File: src/rtl/game_pkg.sv
// ---------------------------------------------------------------------------
// game_pkg
//   Shared definitions for the Whac-A-Mole game controller:
//     - game_state_t : encoded sequencer state, also driven out for display
//     - width helpers used to size the remaining-time and score buses
// ---------------------------------------------------------------------------
package game_pkg;

  typedef enum logic [2:0] {
    IDLE   = 3'd0,
    READY  = 3'd1,
    PLAY   = 3'd2,
    PAUSED = 3'd3,
    OVER   = 3'd4
  } game_state_t;

  // $clog2 that never returns a zero width, so degenerate parameter values
  // still produce legal vectors.
  function automatic int clog2_min1(input int value);
    int w;
    w = $clog2(value);
    return (w < 1) ? 1 : w;
  endfunction

  // Width of the remaining-time bus (milliseconds over the whole game).
  function automatic int time_width(input int game_length_seconds);
    return clog2_min1(1000 * game_length_seconds);
  endfunction

  // Width needed to hold 0..max_score.
  function automatic int score_width(input int max_score);
    return clog2_min1(max_score + 1);
  endfunction

endpackage

File: src/rtl/rise_detect.sv
// ---------------------------------------------------------------------------
// rise_detect
//   One-cycle rising-edge detector for an already debounced, synchronous
//   level: o_rise = i_level & ~(i_level delayed by one clock).
// Ports
//   clk      in  clock
//   rst      in  synchronous active-high reset (clears the history flop)
//   i_level  in  synchronous level input
//   o_rise   out high for the first cycle i_level is seen high
// ---------------------------------------------------------------------------
module rise_detect (
  input  logic clk,
  input  logic rst,
  input  logic i_level,
  output logic o_rise
);

  logic r_level_q;

  // NOTE: clocked state uses non-blocking assignments so every flop samples
  // pre-edge values regardless of statement order.
  always_ff @(posedge clk) begin
    if (rst) r_level_q <= 1'b0;
    else     r_level_q <= i_level;
  end

  assign o_rise = i_level & ~r_level_q;

endmodule

File: src/rtl/game_controller.sv
// ---------------------------------------------------------------------------
// game_controller
//   Whac-A-Mole sequencer and scorer. Runs IDLE -> READY -> PLAY -> OVER with
//   pause/resume and abort, drives the countdown timer's reset/enable, keeps
//   the current score and the best score since reset.
// Ports
//   clk, rst            clock; synchronous active-high reset
//   i_start_btn         level; rising edge = start / restart / abort
//   i_pause_btn         level; rising edge = pause / resume toggle
//   i_hit_pulse         1-cycle pulse, mole hit
//   i_miss_pulse        1-cycle pulse, miss
//   i_time_ms           remaining game time from the timer (0 = expired)
//   o_timer_rst         hold the timer in reset (IDLE/READY/OVER)
//   o_timer_enable      let the timer count (PLAY only)
//   o_game_state        encoded game_state_t
//   o_score             current score
//   o_high_score        best score since reset
//   o_game_over_pulse   one cycle on entry to OVER
//   o_new_high_score    high during OVER when this game beat the high score
// ---------------------------------------------------------------------------
module game_controller
  import game_pkg::*;
#(
  parameter  int GAME_LENGTH_SECONDS = 20,
  parameter  int CLKS_PER_MS         = 50000,
  parameter  int READY_MS            = 3000,
  parameter  int MAX_SCORE           = 999,
  parameter  int MISS_PENALTY        = 1,
  localparam int TIME_W              = time_width(GAME_LENGTH_SECONDS),
  localparam int SCORE_W             = score_width(MAX_SCORE)
) (
  input  logic               clk,
  input  logic               rst,
  input  logic               i_start_btn,
  input  logic               i_pause_btn,
  input  logic               i_hit_pulse,
  input  logic               i_miss_pulse,
  input  logic [TIME_W-1:0]  i_time_ms,
  output logic               o_timer_rst,
  output logic               o_timer_enable,
  output logic [2:0]         o_game_state,
  output logic [SCORE_W-1:0] o_score,
  output logic [SCORE_W-1:0] o_high_score,
  output logic               o_game_over_pulse,
  output logic               o_new_high_score
);

  localparam int PRESC_W = clog2_min1(CLKS_PER_MS);
  localparam int MS_W    = clog2_min1(READY_MS + 1);

  localparam logic [PRESC_W-1:0] PRESC_LAST = PRESC_W'(CLKS_PER_MS - 1);
  localparam logic [MS_W-1:0]    MS_LAST    = MS_W'(READY_MS - 1);
  localparam logic [SCORE_W-1:0] SCORE_MAX  = SCORE_W'(MAX_SCORE);

  logic               w_start_rise;
  logic               w_pause_rise;
  logic               w_ready_done;
  logic               w_enter_ready;
  logic               w_enter_over;
  game_state_t        w_state_next;
  logic [SCORE_W-1:0] w_score_next;

  game_state_t        r_state;
  logic [PRESC_W-1:0] r_presc;
  logic [MS_W-1:0]    r_ms;
  logic [SCORE_W-1:0] r_score;
  logic [SCORE_W-1:0] r_high_score;
  logic               r_timer_rst;
  logic               r_timer_enable;
  logic               r_game_over_pulse;
  logic               r_new_high_score;

  rise_detect u_start_rise (
    .clk     (clk),
    .rst     (rst),
    .i_level (i_start_btn),
    .o_rise  (w_start_rise)
  );

  rise_detect u_pause_rise (
    .clk     (clk),
    .rst     (rst),
    .i_level (i_pause_btn),
    .o_rise  (w_pause_rise)
  );

  // Last cycle of the READY hold: final clock of the final millisecond.
  assign w_ready_done = (r_presc == PRESC_LAST) && (r_ms == MS_LAST);

  // NOTE: every combinational output gets a default before the case so no
  // path leaves it unassigned and no latch is inferred.
  always_comb begin
    w_state_next = r_state;
    case (r_state)
      IDLE:    if (w_start_rise) w_state_next = READY;
      READY:   if (w_ready_done) w_state_next = PLAY;
      // Expiry outranks pause; start is ignored while playing.
      PLAY: begin
        if (i_time_ms == '0)   w_state_next = OVER;
        else if (w_pause_rise) w_state_next = PAUSED;
      end
      // Abort outranks resume when both buttons rise together.
      PAUSED: begin
        if (w_start_rise)      w_state_next = IDLE;
        else if (w_pause_rise) w_state_next = PLAY;
      end
      OVER:    if (w_start_rise) w_state_next = READY;
      default: w_state_next = IDLE;
    endcase
  end

  // Score update. Saturation is tested before the +1/-1 so the SCORE_W-wide
  // arithmetic can never wrap. A hit and miss in the same cycle cancel out.
  always_comb begin
    w_score_next = r_score;
    case (r_state)
      IDLE: if (w_start_rise) w_score_next = '0;
      PLAY: begin
        if (i_hit_pulse && !i_miss_pulse) begin
          if (r_score != SCORE_MAX) w_score_next = r_score + SCORE_W'(1);
        end else if (i_miss_pulse && !i_hit_pulse && (MISS_PENALTY != 0)) begin
          if (r_score != '0) w_score_next = r_score - SCORE_W'(1);
        end
      end
      OVER: if (w_start_rise) w_score_next = '0;
      default: w_score_next = r_score;
    endcase
  end

  assign w_enter_ready = (w_state_next == READY) && (r_state != READY);
  assign w_enter_over  = (r_state == PLAY) && (w_state_next == OVER);

  always_ff @(posedge clk) begin
    if (rst) begin
      r_state           <= IDLE;
      r_presc           <= '0;
      r_ms              <= '0;
      r_score           <= '0;
      r_high_score      <= '0;
      r_timer_rst       <= 1'b1;
      r_timer_enable    <= 1'b0;
      r_game_over_pulse <= 1'b0;
      r_new_high_score  <= 1'b0;
    end else begin
      r_state <= w_state_next;
      r_score <= w_score_next;

      // Timer controls are decoded from the next state so they change on the
      // same edge as the state register.
      r_timer_rst    <= (w_state_next != PLAY) && (w_state_next != PAUSED);
      r_timer_enable <= (w_state_next == PLAY);

      r_game_over_pulse <= w_enter_over;

      // The final score (including a hit on the expiry cycle) is compared
      // at the PLAY->OVER edge, so the flag and high score are valid in the
      // first OVER cycle alongside the pulse.
      if (w_enter_over) begin
        if (w_score_next > r_high_score) begin
          r_high_score     <= w_score_next;
          r_new_high_score <= 1'b1;
        end else begin
          r_new_high_score <= 1'b0;
        end
      end else if (w_state_next != OVER) begin
        r_new_high_score <= 1'b0;
      end

      // READY hold: prescaler counts clocks per ms, r_ms counts ms.
      if (w_enter_ready) begin
        r_presc <= '0;
        r_ms    <= '0;
      end else if (r_state == READY) begin
        if (r_presc == PRESC_LAST) begin
          r_presc <= '0;
          r_ms    <= r_ms + MS_W'(1);
        end else begin
          r_presc <= r_presc + PRESC_W'(1);
        end
      end
    end
  end

  assign o_game_state      = r_state;
  assign o_score           = r_score;
  assign o_high_score      = r_high_score;
  assign o_timer_rst       = r_timer_rst;
  assign o_timer_enable    = r_timer_enable;
  assign o_game_over_pulse = r_game_over_pulse;
  assign o_new_high_score  = r_new_high_score;

endmodule

File: config.mk
export PLATFORM = sky130hd
export DESIGN_NAME = game_controller
export DESIGN_NICKNAME = d
export VERILOG_FILES = /design/src/rtl/game_pkg.sv /design/src/rtl/rise_detect.sv /design/src/rtl/game_controller.sv
export SDC_FILE = /design/constraint.sdc
export NUM_CORES = 1
export LEC_CHECK = 0
export CORE_AREA = 2 2 87 89
export CTS_CLUSTER_SIZE = 8
export DETAILED_ROUTE_END_ITERATION = 16
export DIE_AREA = 0 0 89 91
export PLACE_DENSITY_LB_ADDON = 0.1
export SETUP_SLACK_MARGIN = 0.15
export SLEW_MARGIN = 40
export SYNTH_ARGS = -nofsm -noshare
export SYNTH_HDL_FRONTEND = slang
export SYNTH_SLANG_ARGS = --single-unit
File: constraint.sdc
create_clock -name clk -period 3.99 [get_ports clk]
set_clock_uncertainty 0.1 [all_clocks]
set_input_delay 0.798 -clock clk [delete_from_list [all_inputs] [get_ports clk]]
set_output_delay 0.798 -clock clk [all_outputs]
set_load 0.02 [all_outputs]
# After elaboration in Yosys (flattened, before gate mapping)
# Index checks and enable logic that the tools add are counted.
[totals]
register_bits = 57
latch_bits = 0
ram_bits = 0
romBits = 0
inputBits = 21
out_inout_bits = 27
elab_cells = 67
n_memories = 0
[op_classes]
addsub = 4
n_mul = 0
n_div = 0
order_cmp = 1
n_eq_ne = 14
shift = 0
n_mux = 17
n_bitwise = 4
reduce_logical = 16
[op_table]
columns = ["op", "count"]
rows = [
  ["2-to-1 mux 10 bit", 5],
  ["case mux 10 bit (2 select lines)", 1],
  ["2-to-1 mux 3 bit", 6],
  ["adder 16 x 1 -> 16 bit, second input constant", 1],
  ["equality test 16 bit, second input constant", 1],
  ["2-to-1 mux 16 bit", 1],
  ["zero test 15 bit", 1],
  ["adder 12 x 1 -> 12 bit, second input constant", 1],
  ["equality test 12 bit, second input constant", 1],
  ["case mux 3 bit (4 select lines)", 1],
  ["adder 10 x 1 -> 10 bit, second input constant", 1],
  ["greater-than comparator 10 bit", 1],
  ["inequality test 10 bit, second input constant", 1],
  ["nonzero test 10 bit", 1],
  ["subtractor 10 x 1 -> 10 bit, second input constant", 1],
  ["equality test 3 x 2 -> 1 bit, second input constant", 3],
  ["equality test 3 x 1 -> 1 bit, second input constant", 2],
  ["equality test 3 bit, second input constant", 2],
  ["logical AND 1 bit", 6],
  ["inequality test 3 x 2 -> 1 bit, second input constant", 2],
  ["AND reduction 2 bit", 2],
  ["OR reduction 2 bit", 2],
  ["zero test 3 bit", 1],
  ["2-to-1 mux 1 bit", 3],
  ["6 further kinds", 9],
]

# Longest topological paths before layout
[logic_depth]
depth_word = 8
mapped_depth = 16

# By module
# From an unflattened synthesis, not the netlist that was laid out.
[hier_totals]
hier_cells = 392
area_unflattened_um2 = 3301.9
[by_module_without_submodules]
columns = ["module", "n_inst", "cells_each", "area_each_um2"]
rows = [
  ["game_controller", 1, 386, 3206.8],
  ["rise_detect", 2, 3, 47.5],
]

# Worst setup path before layout
# No wires, ideal clock.
[synth_path]
path_type = "reg2reg"
from = "register r_score[0], in the netlist o_score[0]"
to = "register r_high_score[3], in the netlist o_high_score[3]"
setup_time_ns = 0.086
arrival_ns = 3.353
t_required_ns = 3.804
path_slack_ns = 0.451
path_stages_with_launch = 16
path_buffers = 3
synth_period_minus_slack_ns = 3.539
path_cell_list = "dfxtp_1 clkbuf_1 inv_1 ha_1 nor3b_1 nand4_1 and3b_1 a2111oi_2 ha_1 nand4_1 nor2_1 and3_1 a311o_1 buf_4 buf_2 a211oi_1"
[synth_between]
elab_chain_len = 7
word_cells_on_any_way = 12
cone_classes = "add/sub (2); order compare (1); eq/ne (1); mux (6); reduce/logical (2)"
[synth_lines]
columns = ["item", "line", "text"]
rows = [
  ["start: declaration", "game_controller.sv:66", "logic [SCORE_W-1:0] r_score;"],
  ["start signal: assignment", "game_controller.sv:146", "r_score <= w_score_next;"],
  ["subtractor 10 x 1 -> 10 bit or nonzero test 10 bit (tied branches)", "game_controller.sv:122", "if (r_score != '0) w_score_next = r_score - SCORE_W'(1);"],
  ["2-to-1 mux 10 bit", "game_controller.sv:122", ""],
  ["2-to-1 mux 10 bit", "game_controller.sv:121", "end else if (i_miss_pulse && !i_hit_pulse && (MISS_PENALTY != 0)) begin"],
  ["2-to-1 mux 10 bit (*)", "game_controller.sv:119", "if (i_hit_pulse && !i_miss_pulse) begin"],
  ["case mux 10 bit (2 select lines) (*)", "game_controller.sv:116", "case (r_state)"],
  ["net w_score_next[8]", "game_controller.sv:61", "logic [SCORE_W-1:0] w_score_next;"],
  ["greater-than comparator 10 bit (*)", "game_controller.sv:159", "if (w_score_next > r_high_score) begin"],
  ["AND reduction 2 bit (no source line) (*)", "-", ""],
  ["end signal: assignment", "game_controller.sv:160", "r_high_score <= w_score_next;"],
  ["end: declaration", "game_controller.sv:67", "logic [SCORE_W-1:0] r_high_score;"],
]
# The timed path passes the listed nets; every way through them passes the cells marked *.
# A chain may end at the register's enable or synchronous reset.

# Worst setup path after layout
[layout_path]
from = "input port i_miss_pulse"
to = "register r_high_score[7], in the netlist o_high_score[7]"
[layout_between]
elab_chain_len = 6
word_cells_on_any_way = 8
cone_classes = "order compare (1); mux (3); reduce/logical (4)"
[layout_lines]
columns = ["item", "line", "text"]
rows = [
  ["start: declaration", "game_controller.sv:37", "input logic i_miss_pulse,"],
  ["logical AND 1 bit or zero test 1 bit (tied branches)", "game_controller.sv:121, game_controller.sv:119", ""],
  ["2-to-1 mux 10 bit or logical AND 1 bit (tied branches)", "game_controller.sv:121, game_controller.sv:119", ""],
  ["2-to-1 mux 10 bit (*)", "game_controller.sv:119", ""],
  ["case mux 10 bit (2 select lines) (*)", "game_controller.sv:116", ""],
  ["net w_score_next[9]", "game_controller.sv:61", ""],
  ["greater-than comparator 10 bit (*)", "game_controller.sv:159", ""],
  ["AND reduction 2 bit (no source line) (*)", "-", ""],
]
# Marks and branches as above.

==> results_dict.tcl <==
set metrics [dict create \
    vias 2838 \
    nNetsFinal 469 \
    layout-drive-gt1-share_pct 10.9 \
    synth_cell_types 51 \
    r2r-start "o_score[4]" \
    yosys.area_share.simple_pct 32.9 \
    dr.pass1.iters 4 \
    first_iter_violations 98 \
    grt_pass1_vias 2673 \
    stdcell_count 538 \
    cts_tree "built" \
    rsz0062_at_grt "false" \
    drc 0 \
    cp-startpoint "i_miss_pulse" \
    die_w_um 89 \
    io_pins 48 \
    antenna_found_initial 0 \
    postRouteAntennaNets 0 \
    synth-adder-area-share_pct 5.60 \
    routed_wl_um 7520 \
    crit_path_end "o_high_score[7]" \
    synth_cells 375 \
    tightest_slew_ns 0.624 \
    min_path_type "reg2reg" \
    gr-usage-all-layers_pct 19.5 \
    synthFlopType "dfxtp_1" \
    r2r_cells 11 \
    pre_cts_ws_ns -0.0956 \
    yosysTopAreaCellShare_pct 36.5 \
    syn_area_per_cell_um2 8.34 \
    critPathArrivalTime_ns 3.78 \
    vdd_ir_drop_max_mv 0.234 \
    place_hpwl_um 5560 \
    finalPower_mw 1.43 \
    cp.required_ns 4.13 \
    fp.dieH_um 91 \
    maxCapViolations 0 \
    cts_made_buffers 9 \
    final_core_utilization_pct 57.2 \
    max-clock-path-buffers 2 \
    area_growth_pct 30.5 \
    grt.overflow.total 0 \
    grt_max_degree 30 \
    yosys-top-cells-count "57 x dfxtp_1, 47 x nor2_1, 29 x nand2_1" \
    synth_edf_count 0 \
    gp_congestion 0.857 \
    met2WireLength_um 3390 \
    syn_nets 410 \
    ctsRootBufferMaster "clkbuf_8" \
    worst-r2r-setup-slack_ns 0.45 \
    synth_compound_area_share_pct 10.1 \
    io_buffers 47 \
    clk_latency_ns 0.33 \
    path_depth 14 \
    ys_seq_area_share_pct 36.5 \
    min_period_ns 3.64 \
    dr_wl_met3_um 395 \
    critPathMaxFanout 7 \
    worst_setup_path_end_kind "flop" \
    worstSetupPathType "in2reg" \
    num_antenna_cells 0 \
    hold_viol_final 0 \
    coreArea_um2 7140 \
    regToRegEndpoint "o_high_score[7]" \
    ys_ff_latch 57 \
    worst_slack_ns 0.349 \
    finalMaxSlewViolations 0 \
    die_area_um2 8100 \
    critPathMaxStageDelay_ns 0.47 \
    wl_met1_um 3660 \
    synth.mux.area_fraction_pct 2.72 \
    clkSinkCount 57 \
    avgViaCountPerCell 5.28 \
    crit_chain "clkdlybuf4s50_1, nor4b_1, buf_4, nand4_1, a21o_1, o211ai_1, nand2_1, ha_1, nand4_1, nor2_1, and3_1, a311o_1, buf_4, a211oi_1" \
    ys_async_sr_fraction_pct 0 \
    cts.repair.resized 0 \
    powerDensity_nw_per_um2 350 \
    critPathLaunchType "primary input" \
    fin_tns_setup_ns 0 \
    clkTransAtPathRegs_ns 0.07 \
    postCtsHoldBufs 0 \
    crit_slowest_cell "clkdlybuf4s50_1" \
    top_layer_used "met4" \
    clock.fmax_ghz 0.275 \
    status "complete, no violations" \
    grt_pass1_wl_um 12400 \
    crit_family "compound AO/OA/AOI/OAI gates" \
    synth_area_leader_cell "dfxtp_1" \
    period_share_pct 91.2 \
    cts.htree.levels 3 \
    power.leakage_nw 1.55 \
    synth_top_family_by_area "simple AND/OR/NAND/NOR gates" \
    yosys_warnings 0 \
    finalSetupViolCount 0 \
    cp_num_buf_inv 3 \
    synth_most_common_cell "dfxtp_1" \
    num_rows 31 \
    start_util_pct 43.8 \
    relSlewSlack_pct 58.0 \
    routedWlPerCell_um 14.0 \
    syn_area_um2 3130 \
    synth.top_cells.by_area "dfxtp_1 36%, nor2_1 5.6%, ha_1 5.6%" \
    cts_setup_buffers 0 \
    placedCellCount 522 \
    synthXorXnorAreaFrac_pct 7.56 \
]
==> metal layers <==
layer,vias to the layer above,global-route usage (%)
li1,1437,-
met1,1322,26.9
met2,72,29.3
met3,7,5.18
met4,0,7.09
met5,-,0
==> metrics by stage <==
step	cell area [µm²]	hold WS [ns]
after CTS	4070	0.400
after global routing	4080	0.416
after floorplan	3130	0.366
after detailed placement	3780	0.383
after global placement	3780	0.384
final	4080	0.399
==> final cells by class <==
cell class | instances | area (µm²)
Fill cell | 667 | 3050
Inverter | 16 | 60.1
Timing Repair Buffer | 66 | 616
Tap cell | 99 | 124
Sequential cell | 57 | 1140
Clock inverter | 5 | 150
Clock buffer | 11 | 141
Multi-Input combinational cell | 284 | 1850
==> cell families after synthesis <==
group           Yosys count
compound gates           44
xor+xnor                 27
fa+ha+maj                14
buf+inv                  34
flops                    57
mux                       8
simple gates            191
==> placed cells by master (no fill, tap or decap), types with 4 or more instances in the layout <==
cell / n
a211oi_1: 6
a21oi_1: 13
a31oi_1: 4
and2_1: 6
and3_1: 5
buf_4: 19
bufinv_16: 5
clkbuf_8: 10
clkdlybuf4s50_1: 46
dfxtp_1: 57
ha_1: 14
inv_1: 16
mux2i_1: 7
nand2_1: 29
nand2b_1: 9
nand3_1: 23
nand4_1: 17
nor2_1: 47
nor2b_1: 12
nor3_1: 7
nor4_1: 9
o21ai_0: 6
xnor2_1: 9
xor2_1: 18
==> report_power, final <==
part / switching (mW) / total [mW] / leakage, nW / internal [mW]
Combinational: 0.0324 / 0.0645 / 0.949 / 0.0321
Sequential: 0.00388 / 0.576 / 0.460 / 0.572
Clock: 0.230 / 0.789 / 0.144 / 0.559
==> worst reg2reg max path: cells and delay by family (launching register included) <==
family / cells / cell delay, ns
AO/OA/AOI/OAI: 3 / 1.10
adder cells (fa/ha/maj): 1 / 0.34
buffers and inverters: 1 / 0.19
flip-flops: 1 / 0.41
AND/OR/NAND/NOR: 6 / 1.33
==> sequential cells by signal (all words and copies together), names as in the netlist <==
signal	flops
u_start_rise.r_level_q	1
r_ms	12
o_score	10
r_presc	16
o_new_high_score	1
o_timer_rst	1
o_high_score	10
o_timer_enable	1
o_game_state	3
u_pause_rise.r_level_q	1
o_game_over_pulse	1
==> worst min path at each step <==
stage                     startpoint                to  slack (ns)  cells after the start
global route        o_new_high_score  o_new_high_score        0.42                      2
detailed placement   o_high_score[0]   o_high_score[0]        0.38                      2
finish               o_high_score[0]   o_high_score[0]        0.40                      2
floorplan                    r_ms[1]           r_ms[1]        0.37                      2
global placement          r_presc[1]        r_presc[1]        0.38                      2
CTS                  o_high_score[0]   o_high_score[0]        0.40                      2
Power figures use the tool's default switching activity.
